--- src/rtl/sc_displaytimer_counter_mod.sv ---
// Prescaled modulo up/down game timer with load, pause and expiry flag.
// Optional BCD readout enabled by defining SC_DISPLAYTIMER_COUNTER_BCD_EN.
module sc_displaytimer_counter_mod #(
   parameter int DATAWIDTH      = 8,
   parameter int MAXCOUNT       = 99,
   parameter int INIT_VALUE     = 99,
   parameter int PRESCALE       = 50000000,
   parameter int PRESCALE_WIDTH = 26
) (
   input  logic                 SC_DISPLAYTIMER_COUNTER_CLOCK_50,
   input  logic                 SC_DISPLAYTIMER_COUNTER_RESET_InHigh,
   input  logic                 SC_DISPLAYTIMER_COUNTER_start_InLow,
   input  logic                 SC_DISPLAYTIMER_COUNTER_pause_InLow,
   input  logic                 SC_DISPLAYTIMER_COUNTER_load_InLow,
   input  logic [DATAWIDTH-1:0] SC_DISPLAYTIMER_COUNTER_load_InBUS,
   input  logic                 SC_DISPLAYTIMER_COUNTER_updown_In,
   output logic [DATAWIDTH-1:0] SC_DISPLAYTIMER_COUNTER_data_OutBUS,
   output logic                 SC_DISPLAYTIMER_COUNTER_tc_Out,
   output logic                 SC_DISPLAYTIMER_COUNTER_expired_Out,
`ifdef SC_DISPLAYTIMER_COUNTER_BCD_EN
   output logic [11:0]          SC_DISPLAYTIMER_COUNTER_bcd_OutBUS,
`endif
   output logic                 SC_DISPLAYTIMER_COUNTER_running_Out
);

   typedef enum logic [1:0] {IDLE, RUN, PAUSE, EXPIRED} state_t;

   localparam logic [DATAWIDTH-1:0]      MAX_C      = DATAWIDTH'(MAXCOUNT);
   localparam logic [DATAWIDTH-1:0]      INIT_C     = DATAWIDTH'(INIT_VALUE);
   localparam logic [PRESCALE_WIDTH-1:0] PRESC_LAST = PRESCALE_WIDTH'(PRESCALE - 1);

   state_t                    state_q, state_d;
   logic [DATAWIDTH-1:0]      count_q, count_d;
   logic [PRESCALE_WIDTH-1:0] presc_q, presc_d;
   logic                      tc_q, tc_d;
   logic                      expired_q, running_q;
   logic [DATAWIDTH-1:0]      term;

   always_comb begin
      state_d = state_q;
      count_d = count_q;
      presc_d = presc_q;
      tc_d    = 1'b0;
      term    = SC_DISPLAYTIMER_COUNTER_updown_In ? MAX_C : '0;
      if (!SC_DISPLAYTIMER_COUNTER_load_InLow) begin
         count_d = (SC_DISPLAYTIMER_COUNTER_load_InBUS > MAX_C) ? MAX_C
                                                                : SC_DISPLAYTIMER_COUNTER_load_InBUS;
         presc_d = '0;
         state_d = IDLE;
      end else begin
         unique case (state_q)
            IDLE: begin
               if (!SC_DISPLAYTIMER_COUNTER_start_InLow) begin
                  state_d = RUN;
                  presc_d = '0;
               end
            end
            // Releasing pause counts the same edge, so the step is delayed only by the paused cycles.
            RUN, PAUSE: begin
               if (!SC_DISPLAYTIMER_COUNTER_pause_InLow) begin
                  state_d = PAUSE;
               end else begin
                  state_d = RUN;
                  if (presc_q == PRESC_LAST) begin
                     presc_d = '0;
                     if (count_q != term)
                        count_d = SC_DISPLAYTIMER_COUNTER_updown_In ? count_q + 1'b1
                                                                    : count_q - 1'b1;
                     if (count_d == term) begin
                        state_d = EXPIRED;
                        tc_d    = 1'b1;
                     end
                  end else begin
                     presc_d = presc_q + 1'b1;
                  end
               end
            end
            EXPIRED: begin
               if (!SC_DISPLAYTIMER_COUNTER_start_InLow) begin
                  count_d = INIT_C;
                  presc_d = '0;
                  state_d = RUN;
               end
            end
            default: state_d = IDLE;
         endcase
      end
   end

   always_ff @(posedge SC_DISPLAYTIMER_COUNTER_CLOCK_50 or posedge SC_DISPLAYTIMER_COUNTER_RESET_InHigh) begin
      if (SC_DISPLAYTIMER_COUNTER_RESET_InHigh) begin
         state_q   <= IDLE;
         count_q   <= INIT_C;
         presc_q   <= '0;
         tc_q      <= 1'b0;
         expired_q <= 1'b0;
         running_q <= 1'b0;
      end else begin
         state_q   <= state_d;
         count_q   <= count_d;
         presc_q   <= presc_d;
         tc_q      <= tc_d;
         expired_q <= (state_d == EXPIRED);
         running_q <= (state_d == RUN);
      end
   end

   assign SC_DISPLAYTIMER_COUNTER_data_OutBUS = count_q;
   assign SC_DISPLAYTIMER_COUNTER_tc_Out      = tc_q;
   assign SC_DISPLAYTIMER_COUNTER_expired_Out = expired_q;
   assign SC_DISPLAYTIMER_COUNTER_running_Out = running_q;

`ifdef SC_DISPLAYTIMER_COUNTER_BCD_EN
   function automatic logic [11:0] to_bcd(input logic [DATAWIDTH-1:0] bin);
      int v;
      v = int'(bin);
      if (v > 999) v = 999;
      return {4'(v / 100), 4'((v / 10) % 10), 4'(v % 10)};
   endfunction

   logic [11:0] bcd_q;

   // Converts the registered count, so the BCD view trails data_OutBUS by one clock.
   always_ff @(posedge SC_DISPLAYTIMER_COUNTER_CLOCK_50 or posedge SC_DISPLAYTIMER_COUNTER_RESET_InHigh) begin
      if (SC_DISPLAYTIMER_COUNTER_RESET_InHigh) bcd_q <= to_bcd(INIT_C);
      else                                      bcd_q <= to_bcd(count_q);
   end

   assign SC_DISPLAYTIMER_COUNTER_bcd_OutBUS = bcd_q;
`endif

endmodule

--- config.mk ---
export PLATFORM = sky130hd
export DESIGN_NAME = sc_displaytimer_counter_mod
export DESIGN_NICKNAME = d
export VERILOG_FILES = /design/src/rtl/sc_displaytimer_counter_mod.sv
export SDC_FILE = /design/constraint.sdc
export NUM_CORES = 1
export LEC_CHECK = 0
export ABC_CLOCK_PERIOD_IN_PS = 2600
export BUFFER_PORTS_ARGS = -buffer_cell sky130_fd_sc_hd__buf_2
export CELL_PAD_IN_SITES_DETAIL_PLACEMENT = 0
export CELL_PAD_IN_SITES_GLOBAL_PLACEMENT = 2
export CORE_MARGIN = 10
export CORE_UTILIZATION = 30
export DETAILED_ROUTE_END_ITERATION = 7
export PLACE_DENSITY = 0.78
export SLEW_MARGIN = 20
export SYNTH_ARGS = -nofsm -noshare
export SYNTH_HDL_FRONTEND = slang
export SYNTH_SLANG_ARGS = --single-unit
--- constraint.sdc ---
create_clock -name SC_DISPLAYTIMER_COUNTER_CLOCK_50 -period 2.6 [get_ports SC_DISPLAYTIMER_COUNTER_CLOCK_50]
set_clock_uncertainty 0.1 [all_clocks]
set_input_delay 0.39 -clock SC_DISPLAYTIMER_COUNTER_CLOCK_50 [delete_from_list [all_inputs] [get_ports SC_DISPLAYTIMER_COUNTER_CLOCK_50]]
set_output_delay 0.39 -clock SC_DISPLAYTIMER_COUNTER_CLOCK_50 [all_outputs]
set_load 0.005 [all_outputs]
==> impl_metrics.tcl <==
set metrics [dict create \
    drt_first_pass_iters 4 \
    postSynthAreaPerCell_sq_um 8.81 \
    place_hpwl_microns 5180 \
    place_inst 431 \
    antenna_found_initial 0 \
    die_w_microns 113 \
    synthCells 293 \
    overflow 0 \
    met1_usage 0.148 \
    htree_levels 2 \
    grt_setup_unrepaired "no" \
    grt_max_degree 40 \
    async_flop_share 1.00 \
    drv_slew 0 \
    synth_edf_count 0 \
    routed_wl_microns 6930 \
    cts_buffer_depth 2 \
    clkSinkCount 39 \
    drc 0 \
    grt_pass1_wl_microns 11900 \
    worst-path-max-fanout 7 \
    finalCritPeriodShare 0.943 \
    rr_startpoint "state_q[0]" \
    crit_required_ps 2680 \
    wl_per_cell_microns 15.7 \
    place_area_sq_um 2930 \
    worstMarginPinSlew_ps 535 \
    routed_via_density 5.39 \
    p_per_area_nw_per_um2 588 \
    grt_pass1_vias 2316 \
    rows 33 \
    fmax_ghz 0.408 \
    slew_headroom 0.643 \
    place_congestion 0.859 \
    setup_violations 0 \
    critPathKind "reg -> reg" \
    finalCriticalPeriod_ps 2450 \
    yosysUniqueCellTypes 56 \
    vdd_drop_max_uv 174 \
    power_leakage_nw 1.29 \
    first_iter_violations 126 \
    stdcell_count 441 \
    hold_class "in -> async" \
    pre_cts_slack_ps -85.1 \
    status "finished, final reports clean" \
    die_area_sq_um 12700 \
    n_antenna_cell 0 \
    vias 2377 \
    end_kind "flop" \
    cts_root_buf "clkbuf_8" \
    cts-hold-fix-buffers 0 \
    power_mw 1.81 \
    ys_seq_area_frac 0.380 \
    drive_gt1_frac 0.223 \
    ys_dominant_reg_cell "dfrtp_1" \
    hold_violations 0 \
    fin_util 0.371 \
    cp-start-kind "flop" \
    io_buffer_count 24 \
    grt_util_met2 0.172 \
    layout_setup_ws_ps 147 \
    fp.dieH_microns 113 \
    grt.busiest_layer "met2" \
    start_util 0.311 \
    yosys_register_bits 39 \
    synth_nets 316 \
    coreArea_sq_um 8300 \
    rr_worst_depth 7 \
    io_pins 25 \
    area_growth_pct 19.1 \
    clock_latency_ps 300 \
    design_area_sq_um 3080 \
    synth_area_sq_um 2580 \
    drv_cap 0 \
    fin_nets 358 \
    use_met3 0.0264 \
    numCtsBuffers 5 \
    ff2ff_setup_slack_ps 150 \
    grtUsageTotal 0.110 \
    ant_nets 0 \
    reg2reg_to "presc_q[19]" \
    clk_pin_slew_ps 80 \
    cts_tree "built" \
    cp.arrival_ps 2530 \
    ys_warn_count 0 \
]
-- through the flow --
stage / hold WS [ps] / setup TNS [ps]
floorplan: 388 / 0
global placement: 422 / -146
detailed placement: 426 / -248
CTS: 121 / 0
global route: 150 / 0
finish: 102 / 0
-- area by class of cell --
cell class / count / area (sq um)
fill: 851 / 5220
multi-input combinational: 237 / 1580
sequential: 39 / 981
timing repair buffer: 44 / 270
tap: 105 / 131
clock buffer: 6 / 72.6
inverter: 8 / 30.0
clock inverter: 2 / 12.5
-- registers in the layout, summed over array words and instances, names as in the netlist --
signal                               count
SC_DISPLAYTIMER_COUNTER_running_Out      1
presc_q                                 26
SC_DISPLAYTIMER_COUNTER_data_OutBUS      8
SC_DISPLAYTIMER_COUNTER_expired_Out      1
state_q                                  2
SC_DISPLAYTIMER_COUNTER_tc_Out           1
-- report_power, final --
group | internal, mW | switching, mW
sequential | 0.663 | 0.0521
clock | 0.188 | 0.237
combinational | 0.308 | 0.360
-- per-layer routing --
metal | routed length [microns] | part of all wire
met1 | 3350 | 0.48
met2 | 3150 | 0.45
met3 | 342 | 0.049
met4 | 94 | 0.014
met5 | 0 | 0
-- worst max path at each step --
| stage | slack [ps] | cells past startpoint | startpoint | to |
|---|---|---|---|---|
| 6_report | 150 | 7 | state_q[0] | presc_q[19] |
| 5_1_grt | 5 | 8 | SC_DISPLAYTIMER_COUNTER_data_OutBUS[6] | state_q[1] |
| 4_1_cts | 100 | 9 | SC_DISPLAYTIMER_COUNTER_data_OutBUS[1] | state_q[1] |
| 3_5_place_dp | -90 | 12 | SC_DISPLAYTIMER_COUNTER_updown_In | SC_DISPLAYTIMER_COUNTER_running_Out |
| 3_3_place_gp | -60 | 11 | SC_DISPLAYTIMER_COUNTER_updown_In | SC_DISPLAYTIMER_COUNTER_running_Out |
| 2_1_floorplan | 20 | 9 | SC_DISPLAYTIMER_COUNTER_updown_In | state_q[1] |
-- placed cells by master, fill, tap and decap left out, drive strengths merged, types with 5 or more instances in the layout --
cell type  count
a21oi         12
and3           5
buf           44
clkbuf         6
dfrtp         35
ha             8
inv            8
nand2         33
nand3         15
nand4          8
nor2          26
nor2b          5
o21ai         34
o31ai          6
xnor2          5
xor2           7
-- Yosys cell counts, drive strengths merged (5+ instances only) --
cell type	instances	area [sq um]
xnor2	5	43.8
and3	5	31.3
inv	8	30.0
ha	8	100
nor2	26	97.6
nand2	33	124
nor2b	5	38.8
o21ai	34	170
nand3	15	75.1
a21oi	12	60.1
dfrtp	35	876
clkbuf	5	18.8
nand4	8	65.1
o31ai	6	45.0
xor2	7	61.3
-- cells by family (layout without fill, tap and decap cells) --
group                      Yosys count  count (layout)  share of synthesized area
AOI/OAI and AO/OA                   85              85                      0.210
xor gates and xnor gates            12              12                     0.0407
adders and majority gates            9               9                     0.0465
buffers and inverters               17              60                     0.0291
DFF                                 39              39                      0.380
muxes                                4               4                     0.0155
and+or+nand+nor                    127             127                      0.278
-- timing repair --
action | in CTS | in global routing
setup endpoints to repair | 2 | 9
pin swaps | 0 | 4
resized for setup | 1 | 6
setup buffers | 0 | 2
-- worst max-delay path, cell delays in order (launching register included) --
cell	delay, ps
dfrtp_1	390
ha_1	380
nor2b_4	170
o21a_1	220
or4_4	600
nor4_2	270
xnor2_1	150
nor2_1	50
Power figures use the tool's default switching activity.
